--- src/rtl/fifo_refill_pkg.sv ---
// Shared definitions for the FIFO refill controller: FSM state encoding,
// default burst/address geometry and a helper for sizing the beat counter.
package fifo_refill_pkg;

    localparam int DEF_BURST_LEN = 8;
    localparam int DEF_ADDR_W    = 24;
    localparam int DATA_W        = 16;

    typedef enum logic [1:0] {
        IDLE = 2'd0,
        REQ  = 2'd1,
        DATA = 2'd2
    } refill_state_t;

    // Width of a counter that must hold 0 .. burst_len-1 (never below 1 bit).
    function automatic int beat_cnt_w(input int burst_len);
        return (burst_len > 1) ? $clog2(burst_len) : 1;
    endfunction

endpackage

--- src/rtl/fifo_refill_ctrl_if.sv ---
// Memory read-burst bus between the refill controller and the memory port.
//   mem_req    : burst request, held until mem_ack
//   mem_addr   : burst start word address, valid while mem_req=1
//   mem_ack    : request accepted
//   mem_rvalid : read data strobe
//   mem_rdata  : read data word
// master = controller side, slave = memory side.
interface fifo_refill_if
    import fifo_refill_pkg::*;
#(
    parameter int ADDR_W = DEF_ADDR_W
) ();

    logic              mem_req;
    logic [ADDR_W-1:0] mem_addr;
    logic              mem_ack;
    logic              mem_rvalid;
    logic [DATA_W-1:0] mem_rdata;

    modport master (
        output mem_req,
        output mem_addr,
        input  mem_ack,
        input  mem_rvalid,
        input  mem_rdata
    );

    modport slave (
        input  mem_req,
        input  mem_addr,
        output mem_ack,
        output mem_rvalid,
        output mem_rdata
    );

endinterface

--- src/rtl/fifo_refill_ctrl_addr_gen.sv ---
// refill_addr_gen: owns the running read offset inside the source region.
//   clk143, reset : clock and synchronous active-high reset
//   load          : one-cycle strobe on IDLE->REQ; captures base_addr and
//                   frame_words and forms the burst start address
//   advance       : one-cycle strobe on the final beat of a burst
//   base_addr     : region start word address
//   frame_words   : region length in words (multiple of BURST_LEN)
//   mem_addr      : burst start address, stable from REQ entry onward
//   wrap_pulse    : one-cycle pulse when the offset wraps back to 0
module refill_addr_gen
    import fifo_refill_pkg::*;
#(
    parameter int BURST_LEN = DEF_BURST_LEN,
    parameter int ADDR_W    = DEF_ADDR_W
) (
    input  logic              clk143,
    input  logic              reset,
    input  logic              load,
    input  logic              advance,
    input  logic [ADDR_W-1:0] base_addr,
    input  logic [ADDR_W-1:0] frame_words,
    output logic [ADDR_W-1:0] mem_addr,
    output logic              wrap_pulse
);

    localparam logic [ADDR_W:0] BURST_STEP = (ADDR_W+1)'(BURST_LEN);

    logic [ADDR_W-1:0] word_ofs;
    logic [ADDR_W-1:0] frame_q;
    logic [ADDR_W:0]   ofs_sum;
    logic              ofs_wraps;

    // One extra bit so an offset near 2^ADDR_W cannot overflow past the
    // frame compare.
    assign ofs_sum   = {1'b0, word_ofs} + BURST_STEP;
    assign ofs_wraps = (ofs_sum >= {1'b0, frame_q});

    // base_addr/frame_words are sampled only at REQ entry so that a
    // mid-burst reconfiguration cannot move the address being requested.
    // The offset itself is kept as-is when the frame changes.
    always_ff @(posedge clk143) begin
        if (reset) begin
            word_ofs   <= '0;
            frame_q    <= '0;
            mem_addr   <= '0;
            wrap_pulse <= 1'b0;
        end else begin
            wrap_pulse <= 1'b0;
            if (load) begin
                mem_addr <= base_addr + word_ofs;
                frame_q  <= frame_words;
            end
            if (advance) begin
                if (ofs_wraps) begin
                    word_ofs   <= '0;
                    wrap_pulse <= 1'b1;
                end else begin
                    word_ofs <= ofs_sum[ADDR_W-1:0];
                end
            end
        end
    end

endmodule

--- src/rtl/fifo_refill_ctrl.sv ---
// fifo_refill_ctrl: keeps a downstream FIFO topped up by issuing fixed-length
// read bursts over a circular source region.
//   clk143, reset : clock and synchronous active-high reset
//   enable        : permits new bursts
//   base_addr     : region start word address
//   frame_words   : region length in words
//   buf_hw/buf_lw : downstream FIFO high/low watermarks
//   mem_bus       : memory burst bus (master side)
//   fifo_we       : FIFO write strobe, one cycle after each accepted beat
//   fifo_din      : FIFO write data, holds when fifo_we=0
//   busy          : high whenever the FSM is not IDLE
//   wrap_pulse    : one-cycle pulse when the read offset wraps to 0
//
// state | meaning
// ------+------------------------------------------------------------
// IDLE  | no burst in flight; start one when enabled and filling
// REQ   | mem_req raised with a stable mem_addr, waiting for mem_ack
// DATA  | collecting BURST_LEN beats; cannot be aborted except by reset
module fifo_refill_ctrl
    import fifo_refill_pkg::*;
#(
    parameter int BURST_LEN = DEF_BURST_LEN,
    parameter int ADDR_W    = DEF_ADDR_W
) (
    input  logic              clk143,
    input  logic              reset,
    input  logic              enable,
    input  logic [ADDR_W-1:0] base_addr,
    input  logic [ADDR_W-1:0] frame_words,
    input  logic              buf_hw,
    input  logic              buf_lw,
    fifo_refill_if.master     mem_bus,
    output logic              fifo_we,
    output logic [DATA_W-1:0] fifo_din,
    output logic              busy,
    output logic              wrap_pulse
);

    localparam int                BEAT_W    = beat_cnt_w(BURST_LEN);
    localparam logic [BEAT_W-1:0] LAST_BEAT = BEAT_W'(BURST_LEN - 1);

    refill_state_t     state;
    refill_state_t     state_nxt;
    logic              fill_active;
    logic [BEAT_W-1:0] beat_cnt;
    logic              start_burst;
    logic              beat_take;
    logic              last_beat;
    logic [ADDR_W-1:0] burst_addr;

    assign start_burst = (state == IDLE) && enable && fill_active;
    assign beat_take   = (state == DATA) && mem_bus.mem_rvalid;
    assign last_beat   = beat_take && (beat_cnt == LAST_BEAT);

    // Watermark hysteresis: high watermark wins when both are asserted.
    always_ff @(posedge clk143) begin
        if (reset) begin
            fill_active <= 1'b0;
        end else if (buf_hw) begin
            fill_active <= 1'b0;
        end else if (buf_lw) begin
            fill_active <= 1'b1;
        end
    end

    always_ff @(posedge clk143) begin
        if (reset) begin
            state <= IDLE;
        end else begin
            state <= state_nxt;
        end
    end

    // buf_hw/enable only gate IDLE->REQ; a started burst runs to completion.
    always_comb begin
        state_nxt = state;
        case (state)
            IDLE: if (start_burst)         state_nxt = REQ;
            REQ:  if (mem_bus.mem_ack)     state_nxt = DATA;
            DATA: if (last_beat)           state_nxt = IDLE;
            default:                       state_nxt = IDLE;
        endcase
    end

    always_comb begin
        mem_bus.mem_req = 1'b0;
        busy            = 1'b0;
        case (state)
            IDLE: begin
                mem_bus.mem_req = 1'b0;
                busy            = 1'b0;
            end
            REQ: begin
                mem_bus.mem_req = 1'b1;
                busy            = 1'b1;
            end
            DATA: begin
                mem_bus.mem_req = 1'b0;
                busy            = 1'b1;
            end
            default: begin
                mem_bus.mem_req = 1'b0;
                busy            = 1'b0;
            end
        endcase
    end

    always_ff @(posedge clk143) begin
        if (reset) begin
            beat_cnt <= '0;
        end else if ((state == REQ) && mem_bus.mem_ack) begin
            beat_cnt <= '0;
        end else if (beat_take) begin
            beat_cnt <= beat_cnt + BEAT_W'(1);
        end
    end

    // Registered write path: the final beat's write lands in the first IDLE
    // cycle, which is the only fifo_we seen outside DATA.
    always_ff @(posedge clk143) begin
        if (reset) begin
            fifo_we  <= 1'b0;
            fifo_din <= '0;
        end else begin
            fifo_we <= beat_take;
            if (beat_take) begin
                fifo_din <= mem_bus.mem_rdata;
            end
        end
    end

    refill_addr_gen #(
        .BURST_LEN (BURST_LEN),
        .ADDR_W    (ADDR_W)
    ) u_addr_gen (
        .clk143      (clk143),
        .reset       (reset),
        .load        (start_burst),
        .advance     (last_beat),
        .base_addr   (base_addr),
        .frame_words (frame_words),
        .mem_addr    (burst_addr),
        .wrap_pulse  (wrap_pulse)
    );

    assign mem_bus.mem_addr = burst_addr;

endmodule

--- src/flat_wrapper.sv ---
// flat-port wrapper written by rule: the top's interface ports become plain ports
module fifo_refill_ctrl_flat import fifo_refill_pkg::*;
#(
    parameter int BURST_LEN = DEF_BURST_LEN,
    parameter int ADDR_W    = DEF_ADDR_W
)
  (clk143, reset, enable, base_addr, frame_words, buf_hw, buf_lw, fifo_we, fifo_din, busy, wrap_pulse, mem_bus_mem_req, mem_bus_mem_addr, mem_bus_mem_ack, mem_bus_mem_rvalid, mem_bus_mem_rdata);
  fifo_refill_if #(.ADDR_W(ADDR_W)) mem_bus_i ();
  input  logic clk143;
  input  logic reset;
  input  logic enable;
  input  logic [ADDR_W-1:0] base_addr;
  input  logic [ADDR_W-1:0] frame_words;
  input  logic buf_hw;
  input  logic buf_lw;
  output logic fifo_we;
  output logic [DATA_W-1:0] fifo_din;
  output logic busy;
  output logic wrap_pulse;
  output wire logic [$bits(mem_bus_i.mem_req)-1:0] mem_bus_mem_req;
  output wire logic [$bits(mem_bus_i.mem_addr)-1:0] mem_bus_mem_addr;
  input wire logic [$bits(mem_bus_i.mem_ack)-1:0] mem_bus_mem_ack;
  input wire logic [$bits(mem_bus_i.mem_rvalid)-1:0] mem_bus_mem_rvalid;
  input wire logic [$bits(mem_bus_i.mem_rdata)-1:0] mem_bus_mem_rdata;
  assign mem_bus_mem_req = mem_bus_i.mem_req;
  assign mem_bus_mem_addr = mem_bus_i.mem_addr;
  assign mem_bus_i.mem_ack = mem_bus_mem_ack;
  assign mem_bus_i.mem_rvalid = mem_bus_mem_rvalid;
  assign mem_bus_i.mem_rdata = mem_bus_mem_rdata;
  fifo_refill_ctrl #(.BURST_LEN(BURST_LEN), .ADDR_W(ADDR_W)) u_core (.clk143(clk143), .reset(reset), .enable(enable), .base_addr(base_addr), .frame_words(frame_words), .buf_hw(buf_hw), .buf_lw(buf_lw), .mem_bus(mem_bus_i), .fifo_we(fifo_we), .fifo_din(fifo_din), .busy(busy), .wrap_pulse(wrap_pulse));
endmodule
--- config.mk ---
export PLATFORM = sky130hd
export DESIGN_NAME = fifo_refill_ctrl_flat
export DESIGN_NICKNAME = d
export VERILOG_FILES = /design/src/rtl/fifo_refill_pkg.sv /design/src/rtl/fifo_refill_ctrl_if.sv /design/src/rtl/fifo_refill_ctrl_addr_gen.sv /design/src/rtl/fifo_refill_ctrl.sv /design/src/flat_wrapper.sv
export SDC_FILE = /design/constraint.sdc
export NUM_CORES = 1
export LEC_CHECK = 0
export ABC_AREA = 0
export CAP_MARGIN = 15
export CORE_MARGIN = 1
export CORE_UTILIZATION = 31
export CTS_CLUSTER_DIAMETER = 200
export DETAILED_ROUTE_END_ITERATION = 7
export GPL_ROUTABILITY_DRIVEN = 0
export PLACE_DENSITY = 0.51
export SETUP_SLACK_MARGIN = 0.05
export SLEW_MARGIN = 20
export SYNTH_ARGS = -nofsm -noshare
export SYNTH_HDL_FRONTEND = slang
export SYNTH_SLANG_ARGS = --single-unit
--- constraint.sdc ---
create_clock -name clk143 -period 3.7 [get_ports clk143]
set_input_delay 0.74 -clock clk143 [delete_from_list [all_inputs] [get_ports clk143]]
set_output_delay 0.74 -clock clk143 [all_outputs]
set_load 0.005 [all_outputs]
==> results.tsv <==
metric	value	unit
status	complete, no violations	
Clock Sinks	93	
Post-Synthesis Cell Area	5130	µm²
core area	16000	µm²
crit-path cells	inv_1, nor3_4, nand3_2, buf_4, nor2_1, xor2_1, ha_1, a21o_1, a21o_1, a21oi_1, o211ai_1, a21o_1, a211o_2, or4_1, o31ai_1	
Critical Path Start Type	flop	
I/O Buffers	114	
Synth top cells by count	nand2_1, a21oi_1, dfxtp_1	
final setup fails	0	
Psw	702	µW
grt ovf	0	
Sw Ratio	27.7	%
worst path bufs/invs	2	
number of diodes	0	
Synth top area share	36.3	%
Crit Path Category	reg2reg	
CTS Hold Bufs	0	
fin cells	987	
WP data arrival	3.71	ns
Seq cells post-synth	93	
most frequent cell after synthesis	nand2_1	
Synthesized Nets	769	
initial antenna violation count	0	
Routed wire per std cell	14.3	µm
Final Cell Area	6940	µm²
clk slew on worst S/H paths	0.07	ns
worst vdd ir	0.251	mV
Most used DFF post-synth	dfxtp_1	
clk_lat worst skew	0.36	ns
worst slew pin tran	0.824	ns
CP most frequent cell	a21o_1	
Area after DPL	6520	µm²
RSZ-0062 raised after global routing	no	
Initial DRC Count	240	
NumNets Final	885	
crit path max-delay cell type	or4_1	
Hold Vio Cnt, Final	0	
Worst path max stage delay	0.41	ns
layout cell share with drive strength beyond 1	8.95	%
Power Total	2.53	mW
Power Density	365	nW/µm²
Overall Global Routing Usage	17.0	%
final core occ	43.3	%
Place WS	0.0731	ns
vias	4797	
Mean Syn Cell Area	7.89	µm²
HPWL Detailed	10500	µm
Syn Inst Count	650	
P_int	1.83	mW
delay-heaviest family, CP	compound AO/OA/AOI/OAI gates	
Initial Utilization	32.1	%
Chip Height	131	µm
routed wire length	14100	µm
vias in the first global route	4645	
final critical-path share of the clock period	93.1	%
Clock Power Share	38.5	%
IO Pins	115	
clock root cell	clkbuf_16	
cts bufs inserted	9	
CTS Buffer Depth	2	
CTS H-tree depth	3	
worst hold margin	0.453	ns
first-pass GRT wire length	22500	µm
Flop pwr share	42.2	%
Synth area leaders	dfxtp_1, ha_1, nand2_1	
Max Clock Skew	0.00938	ns
FFs w/ async S/R, synth	0	%
Hold WC Path Type	reg2reg	
Yosys cell types	50	
DR vias/cell	4.86	
CTS tree	yes	
antenna violation net count after detailed routing	0	
Slew Limit Fails	0	
Detailed Routing Iterations Pass 1	6	
Die ar.	17100	µm²
Post-route DRC	0	
Cells after DPL	963	
largest net degree at the start of global routing	42	
Syn-to-layout area delta	35.2	%
crit path capture type	flop	
CP max FO	7	
Synth warnings	0	
minimum clock period	3.45	ns
CP Data Required Time	3.96	ns
Row Count	46	
leakage power of the design	2.59	nW
Comb pwr share	19.3	%
Max Cap Viol	0	
post-synth top area cell	dfxtp_1	
Die X	131	µm
worst setup margin	0.255	ns
TNS Setup	0	ns
sequential fraction of the synthesis area	36.3	%
Max Clk Rate	290	MHz
Slew HR	45.0	%
Post-synth EDFFs	0	
## worst paths after layout
path,start,to,slack [ns],depth (start not counted)
setup / recovery,u_core.u_addr_gen.word_ofs[5],u_core.u_addr_gen.word_ofs[20],0.25,15
hold / removal,u_core.u_addr_gen.mem_addr[1],u_core.u_addr_gen.mem_addr[1],0.45,2
hold reg to reg,u_core.u_addr_gen.mem_addr[1],u_core.u_addr_gen.mem_addr[1],0.45,2
setup reg to reg,u_core.u_addr_gen.word_ofs[5],u_core.u_addr_gen.word_ofs[20],0.25,15
## routing by layer
metal | wire, µm | global-route usage, % | vias up
li1 | - | - | 2452
met1 | 6540 | 21.6 | 2246
met2 | 6840 | 28.7 | 93
met3 | 627 | 3.71 | 6
met4 | 78 | 5.48 | 0
met5 | 0 | 0 | -
## cell families after synthesis
group	count (synthesis)	share of synthesized area [%]
buffers and inverters	74	5.78
DFF	93	36.3
xor gates and xnor gates	38	6.49
adders and majority gates	48	11.7
muxes	2	0.415
and+or+nand+nor	244	21.2
AOI/OAI and AO/OA	151	18.2
## state kept, by name, indices dropped and copies added, names as in the netlist
name and cells:
u_core.u_addr_gen.word_ofs 21, u_core.fill_active 1, u_core.u_addr_gen.wrap_pulse 1, u_core.u_addr_gen.frame_q 24, u_core.beat_cnt 3, u_core.fifo_we 1, u_core.state 2, u_core.fifo_din 16
u_core.u_addr_gen.mem_addr 24
## power groups by stage
| stage | logic [mW] | clock network, mW | registers, mW |
|---|---|---|---|
| floorplan | 0.246 | 0 | 1.09 |
| global placement | 0.451 | 0 | 1.09 |
| detailed placement | 0.458 | 0 | 1.09 |
| CTS | 0.463 | 1.01 | 1.07 |
| global route | 0.544 | 1.04 | 1.08 |
| finish | 0.488 | 0.974 | 1.07 |
## cell usage in the layout, fill, tap and decap left out, types with 5 or more instances in the layout
cell and instances:
xor2_1 9, a21o_1 13, nand3_1 24, nor2_1 24, a21oi_1 98, o21ai_0 6
nor3_1 6, inv_1 41, nand4_1 10, ha_1 47, buf_4 23, xnor2_1 29
a211oi_1 5, dfxtp_1 89, nand2_1 147, clkdlybuf4s50_1 113, clkbuf_16 9
## worst min-delay path, cell delays in order, from the launching register on
cell and delay [ns]:
dfxtp_1 0.31, nand2_1 0.05, a21oi_1 0.05
## repair_timing
| item | 4_1_cts | 5_1_grt |
|---|---|---|
| gates resized for setup | 0 | 15 |
| buffers inserted | 0 | 8 |
| setup endpoints to repair | 0 | 18 |
## area by class of cell
| class | count | area (µm²) |
|---|---|---|
| Clock buffer | 9 | 225 |
| Clock inverter | 7 | 82.6 |
| Fill cell | 1643 | 9060 |
| Inverter | 41 | 154 |
| Multi-Input combinational cell | 483 | 3010 |
| Sequential cell | 93 | 1870 |
| Tap cell | 216 | 270 |
| Timing Repair Buffer | 138 | 1320 |
(Power assumes the default switching activity.)
